==> config.mk <==
export PLATFORM = sky130hd
export DESIGN_NAME = fetch_pc_unit
export DESIGN_NICKNAME = d
export VERILOG_FILES = /design/src/rtl/fetch_pc_unit.sv
export SDC_FILE = /design/constraint.sdc
export NUM_CORES = 1
export LEC_CHECK = 0
export CAP_MARGIN = 20
export CORE_ASPECT_RATIO = 1.4
export CORE_UTILIZATION = 50
export DETAILED_ROUTE_END_ITERATION = 10
export PLACE_DENSITY = 0.77
export REMOVE_ABC_BUFFERS = 1
export SLEW_MARGIN = 10
export SYNTH_ARGS = -nofsm -noshare
export SYNTH_HDL_FRONTEND = slang
export SYNTH_SLANG_ARGS = --single-unit
export TNS_END_PERCENT = 20
==> constraint.sdc <==
create_clock -name i_Clk_1 -period 6.71 [get_ports i_Clk_1]
set_clock_uncertainty 0.1 [all_clocks]
set_input_delay 1.342 -clock i_Clk_1 [delete_from_list [all_inputs] [get_ports i_Clk_1]]
set_output_delay 1.342 -clock i_Clk_1 [all_outputs]
set_load 0.02 [all_outputs]
==> src/rtl/fetch_pc_unit.sv <==
// Instruction fetch stage: owns the PC, issues credit-limited sequential fetches
// and buffers returned words in an in-order queue for decode.
module fetch_pc_unit #(
   parameter logic [31:0] RESET_PC    = 32'h0000_0000,
   parameter int          QUEUE_DEPTH = 2
) (
   input  logic        i_Clk_1,
   input  logic        i_Rst_1,
   input  logic        i_Redirect_1,
   input  logic [31:0] i_RedirectPC_32,
   output logic        o_IMemReq_1,
   output logic [31:0] o_IMemAddr_32,
   input  logic        i_IMemGnt_1,
   input  logic        i_IMemRValid_1,
   input  logic [31:0] i_IMemRData_32,
   output logic        o_InstValid_1,
   output logic [31:0] o_Inst_32,
   output logic [31:0] o_InstPC_32,
   input  logic        i_DecodeReady_1
);

   localparam int CW = $clog2(QUEUE_DEPTH + 1);
   localparam int PW = $clog2(QUEUE_DEPTH);
   localparam logic [CW-1:0] DEPTH_CW = CW'(QUEUE_DEPTH);

   typedef struct packed {
      logic [31:0] inst;
      logic [31:0] pc;
   } entry_t;

   entry_t        q   [QUEUE_DEPTH];
   logic [31:0]   tag [QUEUE_DEPTH];
   logic [PW-1:0] q_head, q_tail, t_head, t_tail;
   logic [CW-1:0] occ, out_cnt, disc, out_next;
   logic [31:0]   pc, redirect_pc;
   logic          grant, push, pop, drop, inst_valid;

   always_comb begin
      o_IMemReq_1 = !i_Rst_1 && (({1'b0, out_cnt} + {1'b0, occ}) < {1'b0, DEPTH_CW});
      grant       = o_IMemReq_1 && i_IMemGnt_1;
      drop        = i_IMemRValid_1 && (disc != '0);
      // a response arriving alongside a redirect belongs to the old stream
      push        = i_IMemRValid_1 && (disc == '0) && !i_Redirect_1;
      inst_valid  = !i_Rst_1 && (occ != '0);
      pop         = inst_valid && i_DecodeReady_1;
      out_next    = out_cnt + CW'(grant) - CW'(i_IMemRValid_1);
      redirect_pc = i_RedirectPC_32 & ~32'd3;
   end

   assign o_IMemAddr_32 = pc;
   assign o_InstValid_1 = inst_valid;
   assign o_Inst_32     = inst_valid ? q[q_head].inst : '0;
   assign o_InstPC_32   = inst_valid ? q[q_head].pc   : '0;

   always_ff @(posedge i_Clk_1) begin
      if (i_Rst_1) begin
         pc      <= RESET_PC;
         occ     <= '0;
         out_cnt <= '0;
         disc    <= '0;
         q_head  <= '0;
         q_tail  <= '0;
         t_head  <= '0;
         t_tail  <= '0;
      end else begin
         out_cnt <= out_next;
         // tag FIFO tracks every request, including ones that will be discarded
         if (grant)          t_tail <= t_tail + PW'(1);
         if (i_IMemRValid_1) t_head <= t_head + PW'(1);
         if (i_Redirect_1) begin
            pc     <= redirect_pc;
            occ    <= '0;
            q_head <= '0;
            q_tail <= '0;
            disc   <= out_next;
         end else begin
            if (grant) pc     <= pc + 32'd4;
            if (drop)  disc   <= disc - CW'(1);
            if (push)  q_tail <= q_tail + PW'(1);
            if (pop)   q_head <= q_head + PW'(1);
            occ <= occ + CW'(push) - CW'(pop);
         end
      end
   end

   always_ff @(posedge i_Clk_1) begin
      if (grant) tag[t_tail] <= pc;
      if (push)  q[q_tail]   <= '{inst: i_IMemRData_32, pc: tag[t_head]};
   end

   always_ff @(posedge i_Clk_1) begin
      if (!i_Rst_1) begin
         assert (!(i_IMemRValid_1 && (out_cnt == '0)));
         assert (occ <= DEPTH_CW);
      end
   end

endmodule
==> run_results.csv, run 1 <==
group,metric,value,unit
run_status,outcome,"completed",
timing,worst-slew-pin-transition,758.6,ps
routing,detailedRoute.firstIterationViolations,321,
synth,yosys.cell_types.count,46,
timing,layout_setup_ws,1751,ps
synth,postSynthAreaPerCell,14.48,um2
grt,grt_antenna_before_repair,0,
worst_hold_path,timing.hold.worst_path_depth,2,
timing,finalCritPeriodShare,73.90,%
floorplanning,num_io_pins,168,
critical_path,crit_chain,"clkdlybuf4s50_1 -> or2_2 -> buf_4 -> nor2_1 -> clkdlybuf4s50_1",
floorplanning,fp.dieArea,18970,um2
power_and_ir_drop,power.total,3179,uW
timing,final.min_clock_period,4959,ps
cts,tritoncts_clock_tree,"built",
power_and_ir_drop,worst_ir_drop_vdd,187.3,uV
synth,yosys_most_used_dff,"sky130_fd_sc_hd__edfxtp_1",
critical_path,critical-path-top-delay-family,"buffers and inverters",
cts,clk_root_buffer_cell,"sky130_fd_sc_hd__clkbuf_16",
power_and_ir_drop,power.leakage,0.003795,uW
synth,synth.area.top_cells,"sky130_fd_sc_hd__edfxtp_1 (60%), sky130_fd_sc_hd__dfxtp_1 (9.1%), sky130_fd_sc_hd__mux2i_1 (7.3%), sky130_fd_sc_hd__nor2_1 (4.1%), sky130_fd_sc_hd__mux2_2 (3.7%)",
floorplanning,placementRows,58,
cells_and_area,num_antenna_cells,0,
place,place.detailed.hpwl,12.39,mm
timing,slew_violations,0,
place,globalplace.congestion,0.7899,
routing,avgViaCountPerCell,5.282,
floorplanning,core_area,18000,um2
critical_path,cpPeakStageDelay,640,ps
worst_hold_path,min-delay-path-class,"reg2reg",
synth,netlist_top_cells_count,"sky130_fd_sc_hd__edfxtp_1 (184), sky130_fd_sc_hd__nor2_1 (100), sky130_fd_sc_hd__mux2i_1 (67)",
routing,drt.antenna.violating_nets,0,
cells_and_area,utilization_of_the_core_after_routing,65.32,%
synth,yosys.area.top_type_share,60.02,%
synth,synthCells,636,
timing,timing.max_slew.rel_slack,49.27,%
grt,grt_overflow_total,0,
grt,groute.usage.overall,19.91,%
synth,post-synth-top-area-cell,"sky130_fd_sc_hd__edfxtp_1",
place,post-place-cells,1010,
routing,routed_wirelength,18.59,mm
cts,cts_max_path_buffers,3,
synth,synth_async_sr_flop_share,0,%
cells_and_area,area_delta_synth_final,27.70,%
cts,htreeDepth,1,
cells_and_area,final_net_count,871,
grt,grt_max_degree,63,
critical_path,crit_path_top_delay_cell,"sky130_fd_sc_hd__clkdlybuf4s50_1",
routing,vias,5536,
routing,drt_pre_antenna_iters,5,
place,io_buffers,161,
cts,total_cts_buffers,21,
synth,sequential_share_of_the_synthesized_area,69.15,%
critical_path,worst-r2r-cell-count,6,
cts,clkSlewWorstSetupHoldPaths,60,ps
routing,routed_wire_length_per_instance,17.74,um
critical_path,worst-path-max-fanout,40,
timing,fmax,201.7,MHz
critical_path,critical_path_class,"in2out",
cts,ctsResizeCount,0,
critical_path,cp_num_buf_inv,3,
critical_path,path_depth,5,
synth,ys_ff_latch,226,
timing,setup_viol,0,
synth,number_of_synthesized_flops_with_an_enable_pin,184,
routing,post-route-drc-count,0,
cts,clock-sinks,226,
floorplanning,floorplan.die.width,116.7,um
cells_and_area,finish.cell_count_without_fillers,1048,
grt,grt_pass1_vias,5681,
power_and_ir_drop,power_density,270.4,nW/um2
cells_and_area,post_route_cells_drive_above_1_share,11.26,%
timing,grt_setup_unrepaired,"false",
floorplanning,initial_utilization,51.15,%
synth,synthesis.area,9206,um2
floorplanning,fp.dieH,162.6,um
grt,wire_length_of_the_first_global_routing_pass,28.83,mm
critical_path,most_common_cell_on_crit_path,"sky130_fd_sc_hd__clkdlybuf4s50_1",
synth,synthMostInstantiatedCell,"sky130_fd_sc_hd__edfxtp_1",
critical_path,worst_setup_path_start_kind,"input pin",
cts,clk_latency,490,ps
place,dp_slack,1744,ps
job,timing.max_cap.violations,0,
critical_path,cp.arrival,3520,ps
critical_path,crit_required,5270,ps
timing,fin_tns_setup,0,ps
critical_path,critPathCaptureType,"primary output",
synth,ys.warnings.count,0,
timing,finalHoldViolCount,0,
cts,hold_buffers,0,
cts,cts.repair_timing.setup_buffer_count,0,
-- kinds of logic (layout without fill, tap and decap cells) --
| family | after synthesis | count (layout) | share of synthesized area (%) |
|---|---|---|---|
| AOI/OAI and AO/OA | 41 | 41 | 2.963 |
| adders and majority gates | 7 | 7 | 1.033 |
| and+or+nand+nor | 182 | 182 | 10.30 |
| other | 1 | 4 | 0.04073 |
| muxes | 97 | 97 | 10.95 |
| DFF | 226 | 226 | 69.15 |
| buffers and inverters | 51 | 220 | 2.610 |
| xor gates and xnor gates | 31 | 31 | 2.949 |
-- cells in the final DEF (no fill, tap or decap), types with 11 or more instances in the layout --
cell type / count
sky130_fd_sc_hd__xnor2_1: 29
sky130_fd_sc_hd__clkbuf_16: 21
sky130_fd_sc_hd__nor2_1: 97
sky130_fd_sc_hd__dfxtp_1: 41
sky130_fd_sc_hd__mux2i_1: 67
sky130_fd_sc_hd__nand2_1: 16
sky130_fd_sc_hd__mux2_2: 30
sky130_fd_sc_hd__clkdlybuf4s50_1: 161
sky130_fd_sc_hd__edfxtp_1: 184
sky130_fd_sc_hd__inv_1: 11
-- layer usage --
metal	vias up	routed length (um)	track usage, %
met5	-	0	0
met4	0	456	6.847
met3	29	891	2.680
met2	165	9855	36.44
met1	2696	7389	23.63
li1	2646	-	-
-- path summary, 6_finish.rpt --
| path | start | endpoint | slack (ps) |
|---|---|---|---|
| min | t_head | flop | 420 |
| max reg2reg | out_cnt[0] | o_IMemAddr_32[11] | 3390 |
| max | i_Rst_1 | o_Inst_32[12] | 1750 |
| min reg2reg | t_head | flop | 420 |
-- power by group --
part | leakage (uW) | total, uW | switching, uW | internal, uW
clock network | 0.000320 | 1160 | 471 | 690
logic | 0.00144 | 342 | 183 | 158
registers | 0.00204 | 1680 | 47.6 | 1630
total | 0.00380 | 3180 | 701 | 2480
-- layout make-up --
class,count,area (um2)
Tap cell,240,300.3
Sequential cell,226,6370
Timing Repair Buffer,172,1739
Fill cell,1357,6241
Clock buffer,25,540.5
Inverter,11,41.29
Multi-Input combinational cell,362,2629
Clock inverter,12,136.4
-- registers in the layout, summed over array words and instances (netlist names), named ones only --
name           cells
tag               60
t_head             1
occ                2
q_tail             1
q_head             1
out_cnt            2
t_tail             1
o_IMemAddr_32     30
q                124
disc               2
-- metrics by stage --
| step | hold WS, ps | cell area (um2) |
|---|---|---|
| after floorplan | 379.9 | 9019 |
| after detailed placement | 404.7 | 11050 |
| after global routing | 448.5 | 11760 |
| final | 419.8 | 11760 |
| after global placement | 398.5 | 11010 |
| after CTS | 423.3 | 11730 |
-- worst register-to-register path, cell delays in order (launching register included) --
cell	delay, ps
sky130_fd_sc_hd__dfxtp_1	320
sky130_fd_sc_hd__and2_1	170
sky130_fd_sc_hd__fa_1	530
sky130_fd_sc_hd__nor4b_4	740
sky130_fd_sc_hd__nand4_2	550
sky130_fd_sc_hd__or3_1	510
sky130_fd_sc_hd__a311oi_1	300
Note: power is estimated with default switching activity, not from simulation.
==> run 2: changes to the inputs <==
--- a/config.mk
+++ b/config.mk
@@ -7,9 +7,9 @@
 export LEC_CHECK = 0
 export CAP_MARGIN = 20
 export CORE_ASPECT_RATIO = 1.4
-export CORE_UTILIZATION = 50
+export CORE_UTILIZATION = 47
 export DETAILED_ROUTE_END_ITERATION = 10
-export PLACE_DENSITY = 0.77
+export PLACE_DENSITY = 0.76
 export REMOVE_ABC_BUFFERS = 1
 export SLEW_MARGIN = 10
 export SYNTH_ARGS = -nofsm -noshare
==> constraint.sdc (replaced) <==
create_clock -name i_Clk_1 -period 4.5 [get_ports i_Clk_1]
set_clock_uncertainty 0.1 [all_clocks]
set_input_delay 0.9 -clock i_Clk_1 [delete_from_list [all_inputs] [get_ports i_Clk_1]]
set_output_delay 0.9 -clock i_Clk_1 [all_outputs]
set_load 0.02 [all_outputs]
==> run_results.csv, run 2 (same netlist as run 1, synthesis figures left out) <==
group,metric,value,unit
timing,slew_violations,0,
grt,wire_length_of_the_first_global_routing_pass,29.04,mm
floorplanning,fp.dieH,167.6,um
cts,cts.repair_timing.setup_buffer_count,0,
power_and_ir_drop,switching_share,22.61,%
grt,grt_max_degree,47,
cts,ctsResizeCount,0,
critical_path,crit_required,3500,ps
power_and_ir_drop,p_seq_share,52.7,%
floorplanning,fp.dieArea,20160,um2
cts,clk_root_buffer_cell,"sky130_fd_sc_hd__clkbuf_16",
grt,grt_overflow_total,0,
timing,timing.max_slew.rel_slack,46.16,%
routing,drt_pre_antenna_iters,4,
power_and_ir_drop,pwr-share-clk,36.3,%
routing,post-route-drc-count,0,
power_and_ir_drop,pwr-share-comb,11.0,%
place,globalplace.congestion,0.8858,
cts,clk_latency,490,ps
critical_path,critical_path_class,"in2out",
timing,finalCritPeriodShare,88.11,%
grt,groute.usage.overall,18.41,%
power_and_ir_drop,switching_power,1071,uW
place,io_buffers,161,
routing,detailedRoute.firstIterationViolations,309,
cts,hold_buffers,0,
floorplanning,initial_utilization,47.90,%
cts,htreeDepth,1,
critical_path,cp.arrival,2960,ps
floorplanning,num_io_pins,168,
cts,cts_max_path_buffers,3,
timing,fmax,252.2,MHz
cells_and_area,area_delta_synth_final,27.93,%
floorplanning,placementRows,60,
power_and_ir_drop,worst_ir_drop_vdd,223.9,uV
grt,grt_antenna_before_repair,0,
cells_and_area,final_common_cell,"sky130_fd_sc_hd__edfxtp_1",
cts,total_cts_buffers,21,
cells_and_area,layout.cells.most_common_list,"sky130_fd_sc_hd__edfxtp_1 (184), sky130_fd_sc_hd__clkdlybuf4s50_1 (161), sky130_fd_sc_hd__nor2_1 (97)",
routing,drt.antenna.violating_nets,0,
power_and_ir_drop,power.leakage,0.003805,uW
job,timing.max_cap.violations,0,
cts,clkSlewWorstSetupHoldPaths,60,ps
cts,clock-sinks,226,
floorplanning,floorplan.die.width,120.3,um
cells_and_area,largest_register_ff_count,124,
critical_path,worst_setup_path_start_kind,"input pin",
timing,fin_tns_setup,0,ps
power_and_ir_drop,power.total,4736,uW
routing,routed_wire_length_per_instance,17.38,um
timing,worst-slew-pin-transition,805.8,ps
cells_and_area,max_flop_register,"q",
routing,routed_wirelength,18.42,mm
place,dpl-instance-area,11100,um2
cells_and_area,layout.cell_area.non_filler,11780,um2
cells_and_area,final_net_count,874,
floorplanning,core_area,19220,um2
cells_and_area,fillerInstances,1475,
routing,avgViaCountPerCell,5.182,
place,place.detailed.hpwl,12.35,mm
grt,grt_pass1_vias,5561,
cells_and_area,utilization_of_the_core_after_routing,61.28,%
critical_path,critPathCaptureType,"primary output",
power_and_ir_drop,internal_power,3665,uW
timing,finalHoldViolCount,0,
power_and_ir_drop,power_density,402.1,nW/um2
timing,final.min_clock_period,3965,ps
worst_hold_path,min-delay-path-class,"reg2reg",
timing,whs,420.1,ps
run_status,outcome,"completed",
critical_path,worst-path-max-fanout,18,
routing,vias,5493,
cells_and_area,post_route_cells_drive_above_1_share,11.82,%
cells_and_area,num_antenna_cells,0,
cts,tritoncts_clock_tree,"built",
timing,setup_viol,0,
timing,grt_setup_unrepaired,"false",
[run 2: cell count changes in the layout (fill, tap and decap cells not counted), sizes merged]
cell	before	now
buf	11	14
bufinv	3	2
clkinv	7	5
clkbuf	25	27
inv	11	12
clkinvlp	2	3
[run 2: power by group through the flow]
stage	Combinational, uW	Clock (uW)	Sequential (uW)
after detailed placement	524	0	2540
final	521	1720	2500
after CTS	528	1760	2500
after global placement	507	0	2530
after global routing	564	1840	2510
after floorplan	259	0	2560
[run 2: layout make-up]
cell class	instances	area (um2)	area share, %
clock inverter	11	115.1	0.9774
clock buffer	27	558.0	4.738
tap	248	310.3	2.635
timing repair buffer	175	1754	14.89
multi-input combinational	362	2629	22.32
inverter	11	41.29	0.3506
sequential	226	6370	54.08
[run 2: path summary, 6_finish.rpt]
kind,start,to,cells after the start,slack [ps]
max reg2reg,out_cnt[0],o_IMemAddr_32[13],7,1440
min reg2reg,t_head,flop,2,420
max,i_Rst_1,o_InstPC_32[11],5,540
min,t_head,flop,2,420
[run 2: per-layer routing]
| layer | share of wire, % | up-vias | global-route usage [%] |
|---|---|---|---|
| met5 | 0 | - | 0 |
| met1 | 39 | 2644 | 21.89 |
| met2 | 53 | 170 | 33.13 |
| met3 | 5.3 | 26 | 2.997 |
| met4 | 2.3 | 0 | 6.871 |
| li1 | - | 2653 | - |
[run 2: stage by stage]
| step | setup slack (ps) | instances |
|---|---|---|
| floorplan | -690.3 | 599 |
| global placement | 596.0 | 1022 |
| detailed placement | 559.1 | 1022 |
| CTS | 513.5 | 1060 |
| global route | 451.4 | 1060 |
| finish | 535.2 | 1060 |
[run 2: worst max-delay path, cell delays in order]
cell and delay, ps:
sky130_fd_sc_hd__clkdlybuf4s50_1 430, sky130_fd_sc_hd__or2_2 530, sky130_fd_sc_hd__buf_4 300, sky130_fd_sc_hd__nor2_1 150, sky130_fd_sc_hd__clkdlybuf4s50_1 650
